==> src/rtl/fifo_loader_pkg.sv <==
// Shared state encoding and counter sizing for the fifo_set loader.
package fifo_loader_pkg;

    typedef enum logic [1:0] {
        ST_FILL,
        ST_LOAD,
        ST_DRAIN
    } loader_state_e;

    localparam int DEF_BITS        = 64;
    localparam int DEF_INPUT_DEPTH = 8;
    localparam int DEF_DEPTH       = 8;

    // A depth of 1 still needs a one-bit counter so the vectors stay legal.
    function automatic int cntWidth(input int n);
        return (n > 1) ? $clog2(n) : 1;
    endfunction

    localparam int FILL_CNT_W  = cntWidth(DEF_INPUT_DEPTH);
    localparam int SHIFT_CNT_W = cntWidth(DEF_DEPTH);

endpackage

==> src/rtl/fifo_set_loader.sv <==
// Stages INPUT_DEPTH stream words, parallel-loads them into a fifo_set, then
// shifts the set out; the next set fills while the current one drains.
module fifo_set_loader
    import fifo_loader_pkg::*;
#(
    parameter int BITS        = DEF_BITS,
    parameter int INPUT_DEPTH = DEF_INPUT_DEPTH,
    parameter int DEPTH       = DEF_DEPTH
) (
    input  logic                              clk,
    input  logic                              rst_n,
    input  logic                              flush,
    input  logic                              in_valid,
    input  logic [BITS-1:0]                   in_data,
    output logic                              in_ready,
    output logic [INPUT_DEPTH-1:0][BITS-1:0]  out_array,
    output logic                              wr_en,
    output logic                              shift_en,
    output logic [BITS-1:0]                   shift_d,
    output logic                              busy,
    output logic                              done
);

    localparam int FILL_W  = cntWidth(INPUT_DEPTH);
    localparam int SHIFT_W = cntWidth(DEPTH);

    loader_state_e                   r_state;
    logic [FILL_W-1:0]               r_fillCnt;
    logic [SHIFT_W-1:0]              r_shiftCnt;
    logic                            r_full;
    logic [INPUT_DEPTH-1:0][BITS-1:0] r_staging;

    logic w_accept;
    logic w_lastWord;
    logic w_lastShift;
    logic w_setFull;

    assign in_ready    = !r_full && (r_state != ST_LOAD) && !flush;
    assign w_accept    = in_valid && in_ready;
    assign w_lastWord  = (r_fillCnt == FILL_W'(INPUT_DEPTH - 1));
    assign w_lastShift = (r_shiftCnt == SHIFT_W'(DEPTH - 1));
    // A set completing this cycle counts as staged so LOAD follows without a bubble.
    assign w_setFull   = r_full || (w_accept && w_lastWord);

    // Staging survives flush on purpose; only the bookkeeping is cleared.
    always_ff @(posedge clk or negedge rst_n) begin
        if (!rst_n) begin
            r_staging <= '0;
        end else if (w_accept) begin
            r_staging[r_fillCnt] <= in_data;
        end
    end

    always_ff @(posedge clk or negedge rst_n) begin
        if (!rst_n) begin
            r_state    <= ST_FILL;
            r_fillCnt  <= '0;
            r_shiftCnt <= '0;
            r_full     <= 1'b0;
        end else if (flush) begin
            r_state    <= ST_FILL;
            r_fillCnt  <= '0;
            r_shiftCnt <= '0;
            r_full     <= 1'b0;
        end else begin
            if (w_accept) begin
                if (w_lastWord) begin
                    r_full    <= 1'b1;
                    r_fillCnt <= '0;
                end else begin
                    r_fillCnt <= r_fillCnt + FILL_W'(1);
                end
            end
            case (r_state)
                ST_FILL: begin
                    if (w_setFull) begin
                        r_state <= ST_LOAD;
                    end
                end
                ST_LOAD: begin
                    r_full     <= 1'b0;
                    r_shiftCnt <= '0;
                    r_state    <= ST_DRAIN;
                end
                ST_DRAIN: begin
                    if (w_lastShift) begin
                        r_shiftCnt <= '0;
                        r_state    <= w_setFull ? ST_LOAD : ST_FILL;
                    end else begin
                        r_shiftCnt <= r_shiftCnt + SHIFT_W'(1);
                    end
                end
                default: begin
                    r_state <= ST_FILL;
                end
            endcase
        end
    end

    assign out_array = r_staging;
    assign wr_en     = (r_state == ST_LOAD);
    assign shift_en  = (r_state == ST_DRAIN);
    assign done      = (r_state == ST_DRAIN) && w_lastShift;
    assign shift_d   = '0;
    assign busy      = (r_state != ST_FILL) || r_full || (r_fillCnt != '0);

endmodule

==> config.mk <==
export PLATFORM = sky130hd
export DESIGN_NAME = fifo_set_loader
export DESIGN_NICKNAME = d
export VERILOG_FILES = /design/src/rtl/fifo_loader_pkg.sv /design/src/rtl/fifo_set_loader.sv
export SDC_FILE = /design/constraint.sdc
export NUM_CORES = 1
export LEC_CHECK = 0
export ABC_CLOCK_PERIOD_IN_PS = 2200
export CAP_MARGIN = 20
export CORE_AREA = 2 2 251 253
export CTS_BUF_LIST = sky130_fd_sc_hd__clkbuf_8
export DETAILED_ROUTE_END_ITERATION = 8
export DIE_AREA = 0 0 253 255
export PLACE_DENSITY = 0.61
export SLEW_MARGIN = 10
export SYNTH_ARGS = -nofsm -noshare
export SYNTH_HDL_FRONTEND = slang
export SYNTH_SLANG_ARGS = --single-unit
export TNS_END_PERCENT = 10
==> constraint.sdc <==
create_clock -name clk -period 2.2 [get_ports clk]
set_input_delay 0.22 -clock clk [delete_from_list [all_inputs] [get_ports clk]]
set_output_delay 0.22 -clock clk [all_outputs]
set_load 0.01 [all_outputs]
==> results of run 1 <==
-- what timing repair did --
item | in CTS | in global routing
cloned | 0 | 0
setup endpoints to repair | 5 | 2
buffers inserted | 2 | 0
resized for setup | 11 | 6
hold endpoints to repair | 463 | 0
hold buffers | 1 | 0
-- layout make-up --
type / count / area, um2
well taps: 799 / 1000
flip-flops and latches: 521 / 13000
multi-input cells: 626 / 6850
clock buffers: 113 / 1560
repair buffers: 623 / 6330
fillers: 5473 / 33200
inverters: 4 / 15.0
clock inverters: 35 / 166
-- cells in the mapped netlist, drive strengths merged --
master,instances,share of area
dfrtp,521,0.63
mux2,512,0.29
buf,114,0.050
nand4,8,0.0082
nor2,7,0.0021
a21oi,5,0.0012
ha,5,0.0030
inv,4,0.00073
a22oi,3,0.0011
nand2b,3,0.0013
nor2b,3,0.00091
o21ai,3,0.00073
and2,2,0.00060
nor3,2,0.00048
or4,2,0.00073
a2111oi,1,0.00042
and3,1,0.00036
and3b,1,0.00048
clkbuf,1,0.00018
conb,1,0.00018
nand3,1,0.00024
nand4b,1,0.00042
nor3b,1,0.00091
xnor2,1,0.00042
-- worst reg2reg max path: stages, from the launching register on --
cell      delay (ns)
dfrtp_1         0.43
nand2b_4        0.16
buf_4           0.22
nand4_4         0.13
buf_4           0.45
mux2_2          0.45
-- flip-flops by register name, summed over array words and instances (netlist names) --
signal and count:
out_array 512, r_fillCnt 3, r_shiftCnt 3, r_state 2
r_full 1
-- metrics by stage --
stage | total power [mW] | cell area [um2] | setup slack [ns] | utilization | hold slack, ns
after detailed placement | 17.3 | 27200 | 0.0651 | 0.437 | 0.203
final | 25.6 | 29000 | 0.101 | 0.466 | 0.0892
after CTS | 26.0 | 28900 | 0.00583 | 0.466 | 0.0440
after global routing | 26.8 | 29000 | 0.00250 | 0.466 | 0.0939
after global placement | 17.2 | 27200 | 0.102 | 0.437 | 0.196
after floorplan | 13.8 | 20900 | 0.573 | - | -0.0756
-- power breakdown --
part	leakage, nW	internal [mW]	switching, mW
logic	5.98	3.35	2.22
registers	6.90	10.8	0.702
clock network	0.992	4.59	3.91
total	13.9	18.8	6.83
-- logic make-up (layout without fill, tap and decap cells) --
kind of cell,Yosys count,count (layout),share of synthesized area
other,1,64,0.000181
AND/OR/NAND/NOR,32,32,0.0167
flip-flops,521,521,0.630
adder cells (fa/ha/maj),5,5,0.00302
multiplexers,512,512,0.295
AO/OA/AOI/OAI,12,12,0.00345
buffers and inverters,119,775,0.0512
XOR/XNOR,1,1,0.000423
-- path summary, 6_finish.rpt --
kind / end / start / cells past startpoint
worst min-delay path: out_array[209] / rst_n / 2
worst max-delay path: done / r_shiftCnt[0] / 4
worst min register to register: out_array[36] / out_array[36] / 1
max in group asynchronous: out_array[280] / rst_n / 3
min in group clk: out_array[32] / in_data[32] / 2
worst max register to register: out_array[51] / r_state[1] / 5
-- routing by layer --
layer	routed length, um	share of wire
met1	23700	0.40
met2	28900	0.49
met3	4560	0.077
met4	1880	0.032
met5	0	0
==> impl_metrics.tcl, run 1 <==
set metrics [dict create \
    via_per_inst 4.61 \
    area_growth_pct 39.9 \
    syn_inst 1203 \
    dp_hpwl_um 40000 \
    die_w_um 253 \
    drc 0 \
    layout_common_cells "clkdlybuf4s50_1 (578), dfrtp_1 (520), mux2_2 (400)" \
    fp-row-count 92 \
    use_met2 0.294 \
    fmax_mhz 476 \
    crit_path_start_kind "flop" \
    clockBufferDepth 3 \
    yosys_warnings 0 \
    vias 12500 \
    gr-total-overflow 0 \
    cp_num_buf_inv 1 \
    max-cap-violations 0 \
    hold_viol_final 0 \
    critPathCaptureType "primary output" \
    clk_pin_slew_ns 0.06 \
    firstDrtPassIters 4 \
    tightestPinTransition_ns 0.565 \
    grt_pass1_wl_um 86300 \
    grt_util_all_layers 0.178 \
    wl_per_cell_um 21.7 \
    met3_usage 0.0609 \
    slew_headroom 0.622 \
    cp.arrival_ns 1.88 \
    critPathKind "reg2out" \
    io_buffer_count 584 \
    final_common_cell "clkdlybuf4s50_1" \
    peakVddDrop_uv 524 \
    initial_utilization 0.333 \
    setup_viol 0 \
    cp_max_fo 3 \
    finalSetupTns_ns 0 \
    wirelength_um 59000 \
    slowest_stage "dfrtp_1" \
    skew_ns 0.0458 \
    htreeDepth 3 \
    ys_seq_elements 521 \
    cts_tree "built" \
    fp.dieArea_um2 64500 \
    drive_above_1_share 0.349 \
    hold_class "in2async" \
    grt_antenna_before_repair 0 \
    cellLeakagePower_nw 13.9 \
    pwr_density_cell_nw_per_um2 885 \
    grt_max_degree 76 \
    root_buffer "clkbuf_8" \
    synth.distinct_cells 29 \
    ios 649 \
    drtIter0Drc 481 \
    stdcell_count 2721 \
    fin_crit_sh 0.954 \
    antennaDiodeCount 0 \
    die_h_um 255 \
    cts_sinks 521 \
    detail-route-antenna-nets 0 \
    critPathTopFamily "adder cells" \
    reg2reg_slack_ns 0.26 \
    ys_seq_area_frac 0.630 \
    use_met1 0.214 \
    slowest_delay_ns 0.40 \
    outcome "finished clean" \
    cts_inserted_buffers 90 \
    syn_area_per_cell_um2 17.2 \
    rsz0062_at_grt "no" \
    grt.busiest_layer "met2" \
    min_period_ns 2.10 \
    core-area_um2 62200 \
    worstPathRequired_ns 1.98 \
    nets 1939 \
    slew_violations 0 \
    syn-cell-area_um2 20700 \
    clk_latency_ns 0.67 \
    grt_pass1_vias 13500 \
    place_congestion 0.747 \
    dp_cells 2570 \
    crit_chain "ha_1, ha_2, and2_1, dlygate4sd2_1" \
]
(Power assumes the default switching activity.)
==> run 2, diff against run 1 <==
ABC_CLOCK_PERIOD_IN_PS = 2050   (was 2200)
clock period = 2.05 ns   (was 2.2 ns; I/O delays follow)
==> run 2 against run 1 <==
  * Critical path type unchanged
  * Critical endpoint is now busy
  * Hold slack worse by 0.016 ns
  * Global-route usage rose by 0.14 points
  * Register-to-register slack worse by 0.07 ns
  * The flow now finishes with violations (negative setup slack)
  * Clock power grew 9.2%
  * Sequential power up 7%
  * Utilization increased by 0.25 points
  * Non-clock buffer count rose by 5
  * Design area up 0.54%
  * Critical path depth decreased by 2
  * Combinational power up 8.3%
==> impl_metrics.tcl, run 2 (synthesis results as in run 1) <==
set metrics [dict create \
    r2r_start "r_state[1]" \
    tightestPinTransition_ns 0.569 \
    outcome "complete, but fails checks" \
    cts_inserted_buffers 91 \
    clockBufferDepth 3 \
    antennaDiodeCount 0 \
    violations "negative setup slack" \
    fmax_mhz 487 \
    hold_class "in2async" \
    io_buffer_count 584 \
    r2r_cells 6 \
    drtIter0Drc 418 \
    min_period_ns 2.05 \
    startpoint "r_full" \
    rsz0062_at_grt "yes" \
    crit_path_start_kind "flop" \
    hold_viol_final 0 \
    slew_violations 0 \
    critPathKind "reg2out" \
    critPathTopFamily "simple AND/OR/NAND/NOR gates" \
    cp_max_fo 6 \
    die_w_um 253 \
    skew_ns 0.0350 \
    nets 1945 \
    cts_sinks 521 \
    cts_tree "built" \
    wl_per_cell_um 21.7 \
    clk_pin_slew_ns 0.06 \
    pre_cts_slack_ns -0.128 \
    wirelength_um 59300 \
    slowest_stage "or4_1" \
    initial_utilization 0.333 \
    fin_ws_ns -0.00337 \
    die_h_um 255 \
    setup_viol 1 \
    slew_headroom 0.620 \
    detail-route-antenna-nets 0 \
    worstPathRequired_ns 1.85 \
    critPathCaptureType "primary output" \
    layout_common_cells "clkdlybuf4s50_1 (578), dfrtp_1 (520), mux2_2 (400)" \
    largest_reg_flops 512 \
    fp-row-count 92 \
    vias 12600 \
    core-area_um2 62200 \
    cellLeakagePower_nw 13.9 \
    crit_chain "or4_1, buf_6" \
    pwr_density_cell_nw_per_um2 952 \
    cp.arrival_ns 1.85 \
    final_common_cell "clkdlybuf4s50_1" \
    reg2reg_slack_ns 0.19 \
    drc 0 \
    place_congestion 0.757 \
    via_per_inst 4.63 \
    grt_pass1_vias 13500 \
    drive_above_1_share 0.352 \
    dp_cells 2573 \
    worstReg2RegEnd "out_array[376]" \
    dp_hpwl_um 40600 \
    fin_util 0.468 \
    grt_antenna_before_repair 1 \
    grt_pass1_wl_um 87400 \
    clk_latency_ns 0.67 \
    ios 649 \
    root_buffer "clkbuf_8" \
    firstDrtPassIters 4 \
    cp_num_buf_inv 1 \
    fp.dieArea_um2 64500 \
    max-cap-violations 0 \
    grt_util_all_layers 0.180 \
    peakVddDrop_uv 540 \
    htreeDepth 3 \
    stdcell_count 2733 \
    slowest_delay_ns 0.56 \
    gr-total-overflow 0 \
    area_growth_pct 40.7 \
    grt_max_degree 59 \
    finalHoldWorstSlack_ns 0.0728 \
    fin_crit_sh 1.00 \
]
run 2: area by class of cell:
class	count	area [um2]
Clock buffer	111	1530
Clock inverter	44	238
Fill cell	5479	33000
Inverter	4	15.0
Multi-Input combinational cell	626	6850
Sequential cell	521	13000
Tap cell	799	1000
Timing Repair Buffer	628	6450
run 2: through the flow:
| step | TNS, ns | instance area [um2] | power, mW |
|---|---|---|---|
| after global placement | -0.110 | 27300 | 18.5 |
| after global routing | -0.0928 | 29100 | 29.0 |
| after floorplan | 0 | 20900 | 14.8 |
| final | -0.00337 | 29100 | 27.7 |
| after detailed placement | -0.128 | 27300 | 18.6 |
| after CTS | -0.105 | 29100 | 28.1 |
run 2: what timing repair did:
action,4_1_cts,5_1_grt
resized for setup,17,4
endpoints found under the setup margin,5,2
buffers inserted,2,2
endpoints found under the hold margin,447,0
hold buffers,1,0
cloned,0,0
run 2: metal layers:
layer	routed length, um	track usage
met1	23900	0.218
met2	29500	0.298
met3	4210	0.0567
met4	1730	0.0703
met5	0	0
run 2: worst max-delay path by stage:
stage                to  slack [ns]  depth (start not counted)
5_1_grt            busy       -0.09                          5
3_5_place_dp   in_ready       -0.13                          4
3_3_place_gp   in_ready       -0.11                          4
6_report           busy      -0.003                          2
2_1_floorplan      busy        0.44                          5
4_1_cts            busy       -0.11                          5
run 2: power by group:
group          internal [mW]  total (mW)  leakage [nW]  switching (mW)
registers               11.6        12.4          6.90           0.752
clock network           5.00        9.28          1.02            4.28
logic                   3.61        6.03          6.03            2.42
total                   20.3        27.7          13.9            7.45
run 2: worst register-to-register path, cell delays in order, from the launching register on:
cell      delay, ns
dfrtp_1        0.42
nand2b_4       0.16
buf_4          0.19
buf_4          0.18
nand4_4        0.12
buf_12         0.24
mux2_2         0.44
